**config.mk**
```make
export PLATFORM = sky130hd
export DESIGN_NAME = mem_port_arbiter
export DESIGN_NICKNAME = d
export VERILOG_FILES = /design/src/rtl/mem_port_arbiter.sv
export SDC_FILE = /design/constraint.sdc
export NUM_CORES = 1
export LEC_CHECK = 0
export BUFFER_PORTS_ARGS = -buffer_cell sky130_fd_sc_hd__buf_4
export CAP_MARGIN = 30
export CORE_AREA = 2 2 107 109
export CTS_BUF_LIST = sky130_fd_sc_hd__clkbuf_8
export CTS_CLUSTER_SIZE = 20
export DETAILED_ROUTE_END_ITERATION = 6
export DIE_AREA = 0 0 109 111
export GPL_ROUTABILITY_DRIVEN = 0
export SYNTH_ARGS = -nofsm -noshare
export SYNTH_HDL_FRONTEND = slang
export SYNTH_SLANG_ARGS = --single-unit
```
**constraint.sdc**
```tcl
create_clock -name i_clk -period 1.7 [get_ports i_clk]
set_input_delay 0.255 -clock i_clk [delete_from_list [all_inputs] [get_ports i_clk]]
set_output_delay 0.255 -clock i_clk [all_outputs]
set_load 0.1 [all_outputs]
```
**src/rtl/mem_port_arbiter.sv**
```systemverilog
// Shares one memory port between instruction fetch (IF) and the load/store unit (LS).
// Define MEM_ARB_TIMEOUT_EN to add a watchdog that ends a stuck WAIT with an error response.
module mem_port_arbiter #(
    parameter int ADDR_W      = 32,
    parameter int DATA_W      = 32,
    parameter int STARVE_MAX  = 4,
    parameter int TIMEOUT_CYC = 64
) (
    input  logic                i_clk,
    input  logic                i_rst_n,
    input  logic                i_if_req,
    input  logic [ADDR_W-1:0]   i_if_addr,
    output logic                o_if_gnt,
    output logic                o_if_rvalid,
    output logic [DATA_W-1:0]   o_if_rdata,
    output logic                o_if_err,
    input  logic                i_ls_req,
    input  logic                i_ls_we,
    input  logic [ADDR_W-1:0]   i_ls_addr,
    input  logic [DATA_W-1:0]   i_ls_wdata,
    input  logic [DATA_W/8-1:0] i_ls_be,
    output logic                o_ls_gnt,
    output logic                o_ls_rvalid,
    output logic [DATA_W-1:0]   o_ls_rdata,
    output logic                o_ls_err,
    output logic                o_mem_req,
    output logic                o_mem_we,
    output logic [ADDR_W-1:0]   o_mem_addr,
    output logic [DATA_W-1:0]   o_mem_wdata,
    output logic [DATA_W/8-1:0] o_mem_be,
    input  logic                i_mem_gnt,
    input  logic                i_mem_rvalid,
    input  logic [DATA_W-1:0]   i_mem_rdata
);
    localparam int BE_W     = DATA_W / 8;
    localparam int STARVE_W = $clog2(STARVE_MAX + 1);

    if (STARVE_MAX < 1 || TIMEOUT_CYC < 1) begin : g_bad_param
        $error("mem_port_arbiter: STARVE_MAX and TIMEOUT_CYC must be >= 1");
    end

    typedef enum logic [1:0] {ST_IDLE, ST_REQ, ST_WAIT} state_t;
    typedef enum logic {OWN_IF, OWN_LS} owner_t;

    state_t              state, state_nxt;
    owner_t              owner, owner_nxt, cur_owner;
    logic [STARVE_W-1:0] starve_cnt, starve_nxt;
    logic                mem_req;
    logic                gnt_cyc;
    logic                resp;
    logic                timeout;
    logic                if_forced;

`ifdef MEM_ARB_TIMEOUT_EN
    localparam int WAIT_W = $clog2(TIMEOUT_CYC + 1);
    logic [WAIT_W-1:0] wait_cnt;

    // Age of the current WAIT; held at zero outside WAIT so it starts fresh on entry.
    always_ff @(posedge i_clk or negedge i_rst_n) begin
        if (!i_rst_n)
            wait_cnt <= '0;
        else if (state != ST_WAIT)
            wait_cnt <= '0;
        else if (wait_cnt != WAIT_W'(TIMEOUT_CYC))
            wait_cnt <= wait_cnt + 1'b1;
    end

    assign timeout = (state == ST_WAIT) && !i_mem_rvalid &&
                     (wait_cnt == WAIT_W'(TIMEOUT_CYC - 1));
`else
    assign timeout = 1'b0;
`endif

    assign if_forced = i_if_req && (starve_cnt == STARVE_W'(STARVE_MAX));

    // In IDLE the owner is chosen live so a same-cycle grant is possible; later it is frozen.
    always_comb begin
        cur_owner = owner;
        mem_req   = 1'b0;
        if (i_rst_n) begin
            case (state)
                ST_IDLE: begin
                    if (i_if_req || i_ls_req) begin
                        mem_req   = 1'b1;
                        cur_owner = (i_ls_req && !if_forced) ? OWN_LS : OWN_IF;
                    end
                end
                ST_REQ:  mem_req = 1'b1;
                default: mem_req = 1'b0;
            endcase
        end
    end

    assign gnt_cyc = mem_req && i_mem_gnt;
    assign resp    = (state == ST_WAIT) && i_mem_rvalid;

    always_comb begin
        state_nxt  = state;
        owner_nxt  = owner;
        starve_nxt = starve_cnt;
        case (state)
            ST_IDLE: begin
                if (mem_req) begin
                    owner_nxt = cur_owner;
                    state_nxt = i_mem_gnt ? ST_WAIT : ST_REQ;
                end
            end
            ST_REQ:  if (i_mem_gnt) state_nxt = ST_WAIT;
            ST_WAIT: if (resp || timeout) state_nxt = ST_IDLE;
            default: state_nxt = ST_IDLE;
        endcase
        if (gnt_cyc) begin
            if (cur_owner == OWN_IF)
                starve_nxt = '0;
            else if (i_if_req && (starve_cnt != STARVE_W'(STARVE_MAX)))
                starve_nxt = starve_cnt + 1'b1;
        end
    end

    always_ff @(posedge i_clk or negedge i_rst_n) begin
        if (!i_rst_n) begin
            state      <= ST_IDLE;
            owner      <= OWN_IF;
            starve_cnt <= '0;
        end else begin
            state      <= state_nxt;
            owner      <= owner_nxt;
            starve_cnt <= starve_nxt;
        end
    end

    assign o_mem_req   = mem_req;
    assign o_mem_we    = mem_req && (cur_owner == OWN_LS) && i_ls_we;
    assign o_mem_addr  = !mem_req ? '0 : ((cur_owner == OWN_LS) ? i_ls_addr : i_if_addr);
    assign o_mem_wdata = (mem_req && (cur_owner == OWN_LS)) ? i_ls_wdata : '0;
    assign o_mem_be    = !mem_req ? '0 : ((cur_owner == OWN_LS) ? i_ls_be : {BE_W{1'b1}});

    assign o_if_gnt    = gnt_cyc && (cur_owner == OWN_IF);
    assign o_ls_gnt    = gnt_cyc && (cur_owner == OWN_LS);

    // A watchdog expiry looks like a normal response, but with zero data and err raised.
    assign o_if_rvalid = (resp || timeout) && (owner == OWN_IF);
    assign o_ls_rvalid = (resp || timeout) && (owner == OWN_LS);
    assign o_if_rdata  = (i_rst_n && !timeout) ? i_mem_rdata : '0;
    assign o_ls_rdata  = (i_rst_n && !timeout) ? i_mem_rdata : '0;
    assign o_if_err    = timeout && (owner == OWN_IF);
    assign o_ls_err    = timeout && (owner == OWN_LS);

endmodule

```
Yosys cells after proc, flatten, opt, wreduce, memory -nomap -nowiden
Cells that the tools add are included.
Word-level totals
  memory bits (read-only): 0
  latch bits: 0
  output and inout port bits: 140
  RAM bits: 0
  bits in registers: 6
  input bits: 139
  memories kept: 0
Operators by class
  reduce and logical (&&, ||, !) cells: 17
  $add $sub $neg: 1
  divide/modulo/power cells: 0
  shift-type cells: 0
  $lt $le $gt $ge: 0
  multipliers: 0
  eq/ne operators: 8
  bitwise gates (word level): 2
  muxes and demuxes: 20
Operator list (number)
  32-bit 2-to-1 mux: 4
  1-bit logical AND: 11
  2-bit 2-to-1 mux: 4
  4-bit 2-to-1 mux: 2
  1-bit 2-to-1 mux: 6
  3-bit 2-to-1 mux: 2
  2-bit != test (second input constant): 3
  2-bit one-hot mux with 3 select lines: 1
  2-bit AND reduction: 2
  3-bit by 1-bit adder with 3-bit output (second input constant): 1
  3-bit equality test (second input constant): 1
  3-bit != test (second input constant): 1
  3-bit AND reduction: 1
  2-bit by 1-bit equality test with 1-bit output (second input constant): 1
  2-bit equality test (second input constant): 1
  2-bit zero test: 1
  2-bit by 1-bit != test with 1-bit output (second input constant): 1
  1-bit inverter: 2
  1-bit one-hot mux with 2 select lines: 1
  1-bit zero test: 1
  1-bit logical OR: 1

Longest topological paths before layout
  depth in word-level cells: 10
  depth in mapped cells: 8

Worst setup path before layout
OpenSTA, ideal clock, no wires.
  kind: register to output
  start point: register starve_cnt[0]
  end point: output port o_if_gnt
  data arrival time: 3.227 ns
  stages on the path, launching flop included: 8
  required time: 1.445 ns
  path slack: -1.782 ns
  cells stage by stage: dfrtp_1 -> inv_1 -> ha_1 -> nand3_1 -> a32oi_2 -> inv_2 -> buf_2 -> nor3_1
Between the ends
  word-level cells in the longest chain between the ends: 10
RTL lines
  from (decl): RTL line 47  | logic [STARVE_W-1:0] starve_cnt, starve_nxt;
  from (signal assigned): RTL line 128  | starve_cnt <= starve_nxt;
  3-bit equality test: RTL line 74  | assign if_forced = i_if_req && (starve_cnt == STARVE_W'(STARVE_MAX));
  1-bit logical AND: RTL line 74
  1-bit zero test: RTL line 85  | cur_owner = (i_ls_req && !if_forced) ? OWN_LS : OWN_IF;
  1-bit logical AND: RTL line 85
  1-bit 2-to-1 mux: RTL line 85
  1-bit 2-to-1 mux: RTL line 83  | if (i_if_req || i_ls_req) begin
  1-bit 2-to-1 mux: RTL line 81  | case (state)
  1-bit 2-to-1 mux: RTL line 80  | if (i_rst_n) begin
  1-bit inverter: RTL line 138  | assign o_if_gnt = gnt_cyc && (cur_owner == OWN_IF);
  1-bit logical AND: RTL line 138
  to (decl): RTL line 13  | output logic o_if_gnt,
Every way passes these cells.

Worst setup path after layout
  start point: register starve_cnt[1]
  end point: output port o_mem_addr[25]
Between the ends
  word-level cells in the longest chain between the ends: 10
RTL lines
  3-bit equality test: RTL line 74
  1-bit logical AND: RTL line 74
  1-bit zero test: RTL line 85
  1-bit logical AND: RTL line 85
  1-bit 2-to-1 mux: RTL line 85
  1-bit 2-to-1 mux: RTL line 83
  1-bit 2-to-1 mux: RTL line 81
  1-bit 2-to-1 mux: RTL line 80
  32-bit 2-to-1 mux (2 in a row): RTL line 134  | assign o_mem_addr = !mem_req ? '0 : ((cur_owner == OWN_LS) ? i_ls_addr : i_if_addr);
  to (decl): RTL line 28  | output logic [ADDR_W-1:0] o_mem_addr,
Every way passes these cells.

==> impl_metrics.env <==
export IMPL_outcome="finished with violations"
export IMPL_failed_checks="setup timing"
export IMPL_top_layer="met4"
export IMPL_wl_met3_um=1015
export IMPL_cp_slowest_stage_delay_ns=0.38
export IMPL_cts_tree="yes"
export IMPL_portBuffers=276
export IMPL_startpoint="starve_cnt[1]"
export IMPL_post_route_min_period_ns=2.221
export IMPL_setup_viol=75
export IMPL_slew_viol_final=0
export IMPL_cts_max_level=1
export IMPL_dr_wl_met2_um=5554
export IMPL_critPathMostFrequentCell="buf_12"
export IMPL_synth_common_cells="nand2_1 (67), and2_1 (65), buf_4 (38)"
export IMPL_syn_inst=265
export IMPL_post_route_period_util_pct=130.6
export IMPL_synth_top_area_share_pct=25.71
export IMPL_crit_slowest_cell="dfrtp_1"
export IMPL_cp_arrival_ns=1.97
export IMPL_synth_top_area_cell="and2_1"
export IMPL_clock_latency_ns=0.23
export IMPL_hold_class="primary input to asynchronous set/reset pin"
export IMPL_clock_tree_root_cell="clkbuf_8"
export IMPL_synth_most_common_cell="nand2_1"
export IMPL_num_rows=39
export IMPL_cp_cell_sequence="inv_2 > ha_4 > nand3_4 > a32oi_4 > buf_12 > buf_12 > nand2_1 > a21oi_4 > buf_12"
export IMPL_drc=0
export IMPL_cts_buffers=3
export IMPL_die_area_mm2=0.01210
export IMPL_crit_path_end_kind="output pin"
export IMPL_wl_met1_um=3305
export IMPL_grt_ovfl_total=0
export IMPL_synth_seq_cells=6
export IMPL_p_leak_uw=0.002591
export IMPL_path_clk_slew_ns=0.04
export IMPL_cts_buffer_depth=2
export IMPL_worst_slack_ns=-0.5210
export IMPL_globalRouteTotalUtil_pct=15.51
export IMPL_synth_area_mm2=0.001582
export IMPL_worstSetupPathType="flop to output pin"
export IMPL_cp_max_fo=12
export IMPL_start_kind="flop"
export IMPL_synth_edff_count=0
export IMPL_hold_viol=0
export IMPL_antenna_cells=0
export IMPL_tns_ns=-34.05
export IMPL_ant_nets=0
export IMPL_pre_cts_ws_ns=-0.3595
export IMPL_grt_pass1_vias=3044
export IMPL_nets=681
export IMPL_boundaryPins=279
export IMPL_drt_total_wl_um=9953
export IMPL_critPathBufInv=4
export IMPL_ys_flop_type="dfrtp_1"
export IMPL_first_pass_iters=4
export IMPL_grt_max_degree=37
export IMPL_die_w_um=109
export IMPL_grt_pass1_wl_um=15040
export IMPL_wl_per_cell_um=14.62
export IMPL_drt_iter0_markers=115
export IMPL_postLayoutCellArea_mm2=0.005630
export IMPL_die_h_um=111
export IMPL_viasPerCell=4.091
export IMPL_crit_required_ns=1.44
export IMPL_vias=2786
export IMPL_synth_cell_types=29
export IMPL_p_per_area_mw_per_mm2=893.5
export IMPL_rsz0062_at_grt="yes"
export IMPL_rr_startpoint="starve_cnt[1]"
export IMPL_initial_utilization_pct=14.28
export IMPL_antenna_found_initial=0
export IMPL_cap_violations=0
export IMPL_fin_skew_ns=0.001388
export IMPL_yosys_warnings=0
export IMPL_core_mm2=0.01108
export IMPL_avgSynthCellArea_um2=5.968
export IMPL_synth_area_top_cells="and2_1 (26%), buf_4 (18%), nand2_1 (16%), a21oi_1 (10%), dfrtp_1 (9.5%)"
export IMPL_peakVddDrop_v=0.0005501
export IMPL_async_reset_ff_share_pct=100.0
export IMPL_dpl_hpwl_um=7589
export IMPL_syn2layout_area_growth_pct=256.0
export IMPL_cts_sinks=6
export IMPL_placed_area_mm2=0.004375
export IMPL_fmax_ghz=0.4502
export IMPL_drive_above_1_share_pct=89.78
export IMPL_yosysSeqAreaShare_pct=9.494
export IMPL_cp_top_family="buffers and inverters"
==> final cells by class <==
type / instances / area (um2)
Sequential cell: 6 / 151.4
Multi-Input combinational cell: 204 / 1800
Tap cell: 143 / 178.9
Fill cell: 934 / 5446
Inverter: 5 / 30.03
Clock buffer: 3 / 41.29
Timing Repair Buffer: 320 / 3428
==> worst reg2reg max path, cell delays in order (launching register included) <==
cell	delay, ns
dfrtp_1	0.38
inv_2	0.08
ha_4	0.15
nand3_4	0.08
a32oi_4	0.29
buf_12	0.18
inv_8	0.04
buf_6	0.11
buf_4	0.12
buf_6	0.11
a211o_1	0.25
a22o_1	0.19
==> logic make-up (layout without fill, tap and decap cells) <==
| group | after synthesis | in the layout | share of synthesized area (%) |
|---|---|---|---|
| compound gates | 41 | 41 | 15.03 |
| fa+ha+maj | 2 | 2 | 1.582 |
| buf+inv | 56 | 328 | 22.78 |
| flops | 6 | 6 | 9.493 |
| mux | 1 | 1 | 0.7120 |
| other cells | 1 | 2 | 0.2371 |
| simple gates | 158 | 158 | 50.16 |
==> layer usage <==
| metal | vias up | track usage, % |
|---|---|---|
| met2 | 152 | 30.06 |
| met3 | 4 | 4.409 |
| met4 | 0 | 3.504 |
| met1 | 1279 | 15.96 |
| li1 | 1351 | - |
| met5 | - | 0 |
==> state kept, by name, summed over array words and instances (netlist names) <==
name,flops
owner,1
state,2
starve_cnt,3
==> per-stage QoR <==
| step | std cells | utilization, % | hold WS (ns) | total power, uW |
|---|---|---|---|---|
| after floorplan | 266 | - | -0.04059 | 3068 |
| after global placement | 667 | 39.50 | 0.1707 | 3948 |
| after detailed placement | 667 | 39.50 | 0.1768 | 3980 |
| after CTS | 678 | 49.55 | 0.04460 | 4888 |
| after global routing | 681 | 50.83 | 0.06542 | 5213 |
| final | 681 | 50.83 | 0.02954 | 5031 |
==> what timing repair did <==
action,4_1_cts,5_1_grt
pin swaps,8,16
buffers inserted,4,5
gates resized for setup,250,41
gates cloned,3,0
setup endpoints to repair,75,75
endpoints found under the hold margin,2,0
hold buffers,1,0
==> report_power, final <==
group          switching (uW)  internal, uW
combinational            2920          1680
clock                    70.2           153
sequential               30.7           175
total                    3020          2010
==> cell usage in the layout, fill, tap and decap left out, types with 5 or more instances in the layout <==
| master | n |
|---|---|
| nor2_1 | 7 |
| nand2_2 | 41 |
| nand2_1 | 25 |
| dfrtp_1 | 5 |
| nor2_4 | 5 |
| a21oi_4 | 32 |
| buf_4 | 231 |
| and2_2 | 30 |
| buf_12 | 76 |
| and2_4 | 33 |
| buf_6 | 8 |
==> final timing paths <==
kind                            slack [ns]             end  cells after the start
worst max-delay path                 -0.52  o_mem_addr[25]                      9
worst min-delay path                  0.03   starve_cnt[0]                      2
worst max register to register       -0.39   starve_cnt[2]                     11
worst min register to register        0.61        state[0]                      2
max in group asynchronous             1.08        state[0]                      3
min in group i_clk                    0.20        state[0]                      2
(Power assumes the default switching activity.)
